**src/rtl/scan_sel_sequencer_pkg.sv**
```systemverilog
// Shared types and sizing helpers for the channel scan sequencer.
package scan_sel_sequencer_pkg;

    localparam int NUM_CH = 8;
    localparam int SEL_W  = 3;

    typedef enum logic [1:0] {
        ST_IDLE,
        ST_DWELL,
        ST_BLANK
    } state_t;

    // The counter must hold the larger of the dwell and blank terminal
    // counts. A floor of 2 keeps the counter at least 1 bit wide.
    function automatic int cnt_width(input int dwell, input int blank);
        int m;
        m = 2;
        if (dwell > m) m = dwell;
        if (blank > m) m = blank;
        return $clog2(m);
    endfunction

endpackage

```
**src/rtl/scan_sel_sequencer_next_set_finder.sv**
```systemverilog
// Rotating priority encoder: finds the first set mask bit after cur,
// wrapping 7->0, with cur itself checked last.
module next_set_finder
    import scan_sel_sequencer_pkg::*;
(
    input  logic [NUM_CH-1:0] mask,
    input  logic [SEL_W-1:0]  cur,
    output logic [SEL_W-1:0]  nxt,
    output logic              any,
    output logic              wrap
);

    // Walk cur+1 .. cur+8. The 3-bit sum wraps naturally, so the eighth
    // step lands back on cur.
    always_comb begin
        logic             found;
        logic [SEL_W-1:0] idx;
        nxt   = cur;
        found = 1'b0;
        idx   = '0;
        for (int i = 1; i <= NUM_CH; i++) begin
            idx = cur + SEL_W'(i);
            if (!found && mask[idx]) begin
                nxt   = idx;
                found = 1'b1;
            end
        end
        any  = |mask;
        wrap = (nxt <= cur);
    end

endmodule

```
**src/rtl/scan_sel_sequencer.sv**
```systemverilog
// Time-multiplexed channel scanner driving a 3-to-8 decoder select.
// Each enabled channel is shown for DWELL cycles, then blanked for
// BLANK cycles. frame_done pulses when the scan wraps to a lower-or-equal
// channel index.
//
// state    | meaning
// ---------+--------------------------------------------------------------
// ST_IDLE  | scan stopped, sel=0, waiting for en with a non-empty mask
// ST_DWELL | sel driven, sel_valid high, counting down the dwell time
// ST_BLANK | sel held, sel_valid low, counting down the blanking gap
module scan_sel_sequencer
    import scan_sel_sequencer_pkg::*;
#(
    parameter int DWELL = 4,
    parameter int BLANK = 1
) (
    input  logic              clk,
    input  logic              rst_n,
    input  logic              en,
    input  logic [NUM_CH-1:0] mask,
    input  logic              hold,
    output logic [SEL_W-1:0]  sel,
    output logic              sel_valid,
    output logic              frame_done
);

    localparam int CNT_W = cnt_width(DWELL, BLANK);
    localparam logic [CNT_W-1:0] DWELL_LAST = CNT_W'(DWELL - 1);
    localparam logic [CNT_W-1:0] BLANK_LAST = CNT_W'((BLANK > 0) ? BLANK - 1 : 0);

    state_t           state;
    logic [CNT_W-1:0] cnt;
    logic [SEL_W-1:0] find_cur;
    logic [SEL_W-1:0] nxt;
    logic             any;
    logic             wrap;
    logic             advance;

    // From IDLE, searching after channel 7 yields the lowest set bit.
    assign find_cur = (state == ST_IDLE) ? SEL_W'(NUM_CH - 1) : sel;

    next_set_finder u_finder (
        .mask (mask),
        .cur  (find_cur),
        .nxt  (nxt),
        .any  (any),
        .wrap (wrap)
    );

    // Move to the next channel when the last timed phase of a channel
    // expires; with no blanking that phase is the dwell itself.
    always_comb begin
        advance = 1'b0;
        if (en && !hold && cnt == '0) begin
            if (state == ST_BLANK)
                advance = 1'b1;
            else if (state == ST_DWELL && BLANK == 0)
                advance = 1'b1;
        end
    end

    // Scan FSM; the timer is a down-counter loaded with the phase's last
    // count and compared against zero.
    always_ff @(posedge clk) begin
        if (!rst_n) begin
            state      <= ST_IDLE;
            sel        <= '0;
            sel_valid  <= 1'b0;
            frame_done <= 1'b0;
            cnt        <= '0;
        end else begin
            frame_done <= 1'b0;
            if (advance) begin
                if (!any) begin
                    state     <= ST_IDLE;
                    sel       <= '0;
                    sel_valid <= 1'b0;
                    cnt       <= '0;
                end else begin
                    state      <= ST_DWELL;
                    sel        <= nxt;
                    sel_valid  <= 1'b1;
                    cnt        <= DWELL_LAST;
                    frame_done <= wrap;
                end
            end else begin
                case (state)
                    ST_IDLE: begin
                        sel_valid <= 1'b0;
                        if (en && any) begin
                            state     <= ST_DWELL;
                            sel       <= nxt;
                            sel_valid <= 1'b1;
                            cnt       <= DWELL_LAST;
                        end
                    end
                    ST_DWELL: begin
                        if (!en) begin
                            state     <= ST_IDLE;
                            sel       <= '0;
                            sel_valid <= 1'b0;
                            cnt       <= '0;
                        end else if (hold) begin
                            cnt <= cnt;
                        end else if (cnt == '0) begin
                            state     <= ST_BLANK;
                            sel_valid <= 1'b0;
                            cnt       <= BLANK_LAST;
                        end else begin
                            cnt <= cnt - 1'b1;
                        end
                    end
                    ST_BLANK: begin
                        sel_valid <= 1'b0;
                        if (!en) begin
                            state <= ST_IDLE;
                            sel   <= '0;
                            cnt   <= '0;
                        end else if (!hold) begin
                            cnt <= cnt - 1'b1;
                        end
                    end
                    default: begin
                        state     <= ST_IDLE;
                        sel       <= '0;
                        sel_valid <= 1'b0;
                        cnt       <= '0;
                    end
                endcase
            end
        end
    end

endmodule

```
**config.mk**
```make
export PLATFORM = sky130hd
export DESIGN_NAME = scan_sel_sequencer
export DESIGN_NICKNAME = d
export VERILOG_FILES = /design/src/rtl/scan_sel_sequencer_pkg.sv /design/src/rtl/scan_sel_sequencer_next_set_finder.sv /design/src/rtl/scan_sel_sequencer.sv
export SDC_FILE = /design/constraint.sdc
export NUM_CORES = 1
export LEC_CHECK = 0
export ABC_AREA = 1
export BUFFER_PORTS_ARGS = -buffer_cell sky130_fd_sc_hd__buf_2
export CORE_MARGIN = 3
export CORE_UTILIZATION = 30
export DETAILED_ROUTE_END_ITERATION = 16
export GPL_ROUTABILITY_DRIVEN = 0
export GPL_TIMING_DRIVEN = 0
export HOLD_SLACK_MARGIN = 0.05
export PLACE_DENSITY = 0.46
export SLEW_MARGIN = 20
export SYNTH_ARGS = -nofsm -noshare
export SYNTH_HDL_FRONTEND = slang
export SYNTH_SLANG_ARGS = --single-unit
```
**constraint.sdc**
```tcl
create_clock -name clk -period 4.7 [get_ports clk]
set_clock_uncertainty 0.15 [all_clocks]
set_input_delay 0.47 -clock clk [delete_from_list [all_inputs] [get_ports clk]]
set_output_delay 0.47 -clock clk [all_outputs]
set_load 0.005 [all_outputs]
```
==> impl_metrics.csv, run 1 <==
group,metric,value,unit
flow_run,maxCapViolations,0,
logic_synthesis,postSynthCellCount,265,
place,place_inst,348,
final_layout,stdcell_count,352,
detailed_routing,detail_route.wl_per_cell,11.9,um
die,initial_utilization,31.9,%
logic_synthesis,ys_seq_area_share,11.6,%
outcome,status,"finished clean",
clocking,htreeDepth,1,
die,dieArea,0.00609,sq mm
place,dp_hpwl,3500,um
hold_path,min-delay-start,"sel[1]$_SDFFE_PN0P_",
clocking,postCtsResizedCells,0,
logic_synthesis,synth_nets,288,
place,io_buffers,16,
global_route,grt_pass1_wl,7180,um
sta,tightestPinTransition,0.512,ns
final_layout,fillerInstances,573,
detailed_routing,first_pass_iters,6,
final_layout,layout-drive-gt1-share,19.3,%
critical_path,critPathLaunch,"state[0]$_SDFFE_PN0P_",
detailed_routing,vias_per_cell,4.68,
sta,slew_headroom,65.6,%
sta,fmax,261,MHz
detailed_routing,ant_nets,0,
critical_path,crit_path_start_kind,"flop",
final_layout,fin_nets,309,
sta,finalSetupViolations,0,
sta,rsz0062_at_grt,"no",
detailed_routing,drc_errors,0,
global_route,grt_max_degree,11,
die,num_rows,25,
sta,hold_ws,0.380,ns
final_layout,final_cell_mix,"nand2_1 (88), inv_1 (32), nand3_1 (29), buf_2 (17)",
critical_path,cp.arrival,3.85,ns
final_layout,final_common_cell,"nand2_1",
global_route,grt_overflow,0,
clocking,postCtsSetupBuffers,0,
clocking,max-clock-path-buffers,2,
sta,tns,0,ns
detailed_routing,drt_wl_total,4200,um
global_route,grt_pass1_vias,1610,
sta,post-route-period-util,81.6,%
sta,min_period,3.84,ns
clocking,cts-root-buf,"clkbuf_8",
critical_path,crit_required,4.72,ns
clocking,cts_tree,"yes",
final_layout,area_growth_syn_to_layout,13.4,%
final_layout,final_core_util,36.2,%
logic_synthesis,ys_warn_count,0,
die,io_pins,17,
final_layout,n_antenna_cell,0,
critical_path,cp-end-kind,"flop",
logic_synthesis,syn_avg_cell_area,5.88,sq um
clocking,cts_sinks,9,
die,core_area,0.00488,sq mm
global_route,grt_usage,14.5,%
logic_synthesis,syn_area,0.00156,sq mm
critical_path,path_class,"flop to flop",
clocking,cts-buffers-inserted,3,
die,die_y,78.1,um
critical_path,r2r-start,"state[0]$_SDFFE_PN0P_",
detailed_routing,drt_iter0_markers,69,
clocking,hold_buffers,0,
critical_path,worst-path-max-fanout,10,
sta,finalMaxSlewViolations,0,
die,die_w,78.1,um
clocking,path_clk_slew,0.04,ns
logic_synthesis,ys_seq_elements,9,
clocking,insertion_delay,0.23,ns
hold_path,hp-class,"flop to flop",
logic_synthesis,synth.distinct_cells,37,
global_route,antenna_found_initial,0,
detailed_routing,via_count,1649,
sta,hold_violations,0,
==> registers in the layout, indices dropped and copies added (netlist names) <==
name / count
state: 2
cnt: 2
sel_valid: 1
frame_done: 1
sel: 3
==> Yosys cell counts, drive strengths merged <==
cell type | count | area share (%)
a21oi | 12 | 4.1
nand3 | 34 | 13
a21boi | 1 | 0.48
nand4 | 6 | 3.8
inv | 35 | 8.6
nor4 | 1 | 0.40
xor2 | 2 | 1.6
nand2 | 102 | 27
o211ai | 2 | 0.96
buf | 3 | 2.3
or2 | 1 | 0.40
xnor2 | 1 | 0.56
o21ai | 19 | 6.6
nor3 | 1 | 0.32
dfxtp | 9 | 12
a211oi | 1 | 0.48
nor2 | 19 | 6.4
a31oi | 4 | 1.6
ha | 11 | 8.8
o21bai | 1 | 0.48
==> routing by layer <==
metal | track usage (%) | wire length [um] | vias to the layer above
met5 | 0 | 0 | -
met4 | 5.24 | 57 | 0
met3 | 0.688 | 72 | 5
met2 | 25.7 | 1940 | 18
met1 | 18.5 | 2130 | 719
li1 | - | - | 907
==> critical path, stage by stage (launching register included) <==
cell	delay, ns
dfxtp_1	0.40
inv_1	0.09
ha_1	0.31
inv_4	0.16
nand2_4	0.08
buf_12	0.16
ha_1	0.41
inv_1	0.13
nand2_1	0.10
nand3_1	0.08
nand2_2	0.15
nand3_4	0.11
nor2_8	0.15
nand4_4	0.13
or2_2	0.33
a21boi_0	0.14
ha_1	0.32
nand3_1	0.09
nand2_1	0.05
inv_1	0.05
nand2_1	0.06
a21oi_2	0.11
==> stage by stage <==
step / instance area (sq um) / setup slack (ns)
floorplan: 1560 / 1.30
global placement: 1720 / 0.833
detailed placement: 1720 / 0.846
CTS: 1770 / 0.820
global route: 1770 / 0.549
finish: 1770 / 0.864
==> final cells by class <==
cell class                 count  area, sq um  share of cell area (%)
sequential                     9          180                    10.2
tap                           67         83.8                    4.75
buffer                         3         36.3                    2.05
multi-input combinational    218         1210                    68.3
timing repair buffer          16         80.1                    4.53
clock buffer                   4         45.0                    2.55
inverter                      35          134                    7.58
==> logic make-up (layout without fill, tap and decap cells) <==
kind of cell | after synthesis | after routing | share of synthesized area [%]
fa+ha+maj | 11 | 11 | 8.84
xor+xnor | 3 | 3 | 2.17
simple gates | 164 | 164 | 51.8
buf+inv | 38 | 58 | 10.9
compound gates | 40 | 40 | 14.7
flops | 9 | 9 | 11.6
==> path summary, 6_finish.rpt <==
| kind | endpoint | slack [ns] | cells past startpoint |
|---|---|---|---|
| max | frame_done$_SDFF_PN0_ | 0.86 | 21 |
| min | sel[1]$_SDFFE_PN0P_ | 0.38 | 2 |
| max reg2reg | frame_done$_SDFF_PN0_ | 0.86 | 21 |
| min reg2reg | sel[1]$_SDFFE_PN0P_ | 0.38 | 2 |
Power of run 1 is not shown: default switching activity piles up to over one toggle a cycle in this logic, so the estimate is an artifact.
==> inputs of run 2 (changes only) <==
PLACE_DENSITY = 0.48   (was 0.46)
clock period = 3.3 ns   (was 4.7 ns; I/O delays follow)
==> run 2 against run 1 <==
  * Fmax is 21% higher
  * Utilization increased by 4.8 points
  * Cell area up 13%
  * Worst setup slack worse by 0.72 ns
  * Die area did not move
  * Register-to-register slack worse by 0.72 ns
  * First-iteration DRC count grew 5.8%
  * Non-clock buffer count is 14 higher
  * Via count rose by 4.9%
==> impl_metrics.csv, run 2 (synthesis results as in run 1) <==
group,metric,value,unit
place,place_area,0.00174,sq mm
sta,fmax,317,MHz
die,die_y,78.1,um
final_layout,final_cell_mix,"nand2_1 (84), inv_1 (30), nand3_1 (26), buf_2 (16)",
final_layout,fin_nets,323,
clocking,cts_sinks,9,
critical_path,path_buf_inv,5,
die,num_rows,25,
critical_path,critPathLaunch,"state[1]$_SDFFE_PN0P_",
sta,slew_headroom,67.8,%
critical_path,worst_path_largest_cell_delay,0.36,ns
detailed_routing,vias_per_cell,4.72,
global_route,grt_overflow,0,
place,place_inst,348,
clocking,htreeDepth,1,
critical_path,regToRegSetupSlack,0.14,ns
final_layout,post-route-cell-area,0.00200,sq mm
global_route,grt_usage,13.9,%
sta,post-route-period-util,95.7,%
critical_path,cp.depth,21,
die,dieArea,0.00609,sq mm
sta,finalMaxSlewViolations,0,
clocking,max-clock-path-buffers,2,
global_route,grt_max_degree,11,
critical_path,r2r-start,"state[1]$_SDFFE_PN0P_",
outcome,status,"finished clean",
critical_path,path_class,"flop to flop",
sta,rsz0062_at_grt,"no",
critical_path,worst-path-max-fanout,8,
flow_run,maxCapViolations,0,
detailed_routing,first_pass_iters,4,
global_route,antenna_found_initial,0,
final_layout,reg_top3,"sel (3), cnt (2), state (2)",
final_layout,top_register,"sel",
final_layout,final_common_cell,"nand2_1",
die,initial_utilization,31.9,%
detailed_routing,drt_wl_total,4260,um
die,core_area,0.00488,sq mm
final_layout,multi_input_area,0.00133,sq mm
detailed_routing,detail_route.wl_per_cell,11.6,um
detailed_routing,drc_errors,0,
place,pre_cts_ws,-0.245,ns
critical_path,cp-end-kind,"flop",
detailed_routing,routed.top_layer,"met4",
clocking,insertion_delay,0.22,ns
detailed_routing,ant_nets,0,
sta,fin_ws,0.141,ns
critical_path,crit_required,3.27,ns
die,io_pins,17,
critical_path,crit_end,"frame_done$_SDFF_PN0_",
final_layout,seq_area,185,sq um
critical_path,crit_path_start_kind,"flop",
clocking,path_clk_slew,0.04,ns
die,die_w,78.1,um
global_route,grt_pass1_wl,7020,um
final_layout,n_antenna_cell,0,
final_layout,area_growth_syn_to_layout,28.5,%
hold_path,hp-class,"primary input to flop",
detailed_routing,wl_met2,2040,um
detailed_routing,wirelength_met1,2100,um
place,io_buffers,16,
critical_path,crit_family,"simple AND/OR/NAND/NOR gates",
clocking,cts_tree,"yes",
final_layout,largest_reg_flops,3,
clocking,cts-root-buf,"clkbuf_8",
critical_path,cp.arrival,3.12,ns
final_layout,stdcell_count,366,
critical_path,crit_slowest_cell,"dfxtp_4",
clocking,cts-buffers-inserted,3,
place,dp_hpwl,3380,um
critical_path,reg2reg_depth,21,
detailed_routing,via_count,1729,
detailed_routing,dr_wl_met3,111,um
sta,hold_violations,0,
final_layout,fillerInstances,535,
sta,tightestPinTransition,0.479,ns
clocking,hold_buffers,0,
global_route,grt_pass1_vias,1542,
sta,min_period,3.16,ns
sta,finalSetupViolations,0,
critical_path,regToRegEndpoint,"frame_done$_SDFF_PN0_",
critical_path,path_cells,"inv_4, ha_4, inv_4, nand2_4, buf_12, ha_4, inv_4, nand2_1, nand3_1, nand2_2, nand3_4, nor2_8, nand4_4, or2_4, a21boi_2, ha_4, nand3_1, nand2_1, inv_1, nand2_1, a21oi_2",
final_layout,layout-drive-gt1-share,29.8,%
detailed_routing,drt_iter0_markers,73,
## run 2: changes by cell type in the layout (fill, tap and decap cells not counted), sizes merged
cell / before / now
clkbuf: 4 / 5
buf: 19 / 32
## run 2: final cells by class
cell class / instances / share of cell area [%]
buffer: 3 / 1.94
clock buffer: 4 / 2.25
inverter: 35 / 6.94
multi-input combinational: 218 / 66.2
sequential: 9 / 9.25
tap: 67 / 4.19
timing repair buffer: 30 / 9.25
## run 2: what timing repair did
item,CTS,global route
cloned,0,0
pin swaps,4,12
endpoints found under the setup margin,1,1
setup buffers,5,9
resized for setup,5,22
## run 2: worst min-delay path by stage
stage | from | endpoint | slack (ns) | cells past startpoint
after floorplan | rst_n | sel[1]$_SDFFE_PN0P_ | 0.31 | 2
after global placement | sel_valid$_SDFFE_PN0P_ | sel_valid$_SDFFE_PN0P_ | 0.37 | 2
after detailed placement | sel[1]$_SDFFE_PN0P_ | sel[1]$_SDFFE_PN0P_ | 0.37 | 2
after CTS | rst_n | state[1]$_SDFFE_PN0P_ | 0.25 | 3
after global routing | rst_n | state[1]$_SDFFE_PN0P_ | 0.27 | 3
final | rst_n | state[0]$_SDFFE_PN0P_ | 0.26 | 3
## run 2: metal layers
metal | GRT usage, % | up-vias
li1 | - | 930
met1 | 18.7 | 763
met2 | 24.0 | 34
met3 | 1.03 | 2
met4 | 3.67 | 0
met5 | 0 | -
## run 2: per-stage QoR
step,hold slack (ns),TNS [ns],utilization [%]
after floorplan,0.312,0,-
after global placement,0.374,-0.274,35.7
after detailed placement,0.374,-0.245,35.7
after CTS,0.253,0,37.7
after global routing,0.267,0,41.0
final,0.258,0,41.0
## run 2: worst register-to-register path, cell delays in order (launching register included)
cell      delay [ns]
dfxtp_4         0.36
inv_4           0.05
ha_4            0.19
inv_4           0.09
nand2_4         0.07
buf_12          0.15
ha_4            0.31
inv_4           0.05
nand2_1         0.06
nand3_1         0.07
nand2_2         0.12
nand3_4         0.10
nor2_8          0.12
nand4_4         0.16
or2_4           0.29
a21boi_2        0.17
ha_4            0.28
nand3_1         0.06
nand2_1         0.06
inv_1           0.03
nand2_1         0.07
a21oi_2         0.05
Power of run 2 is left out for the same reason.
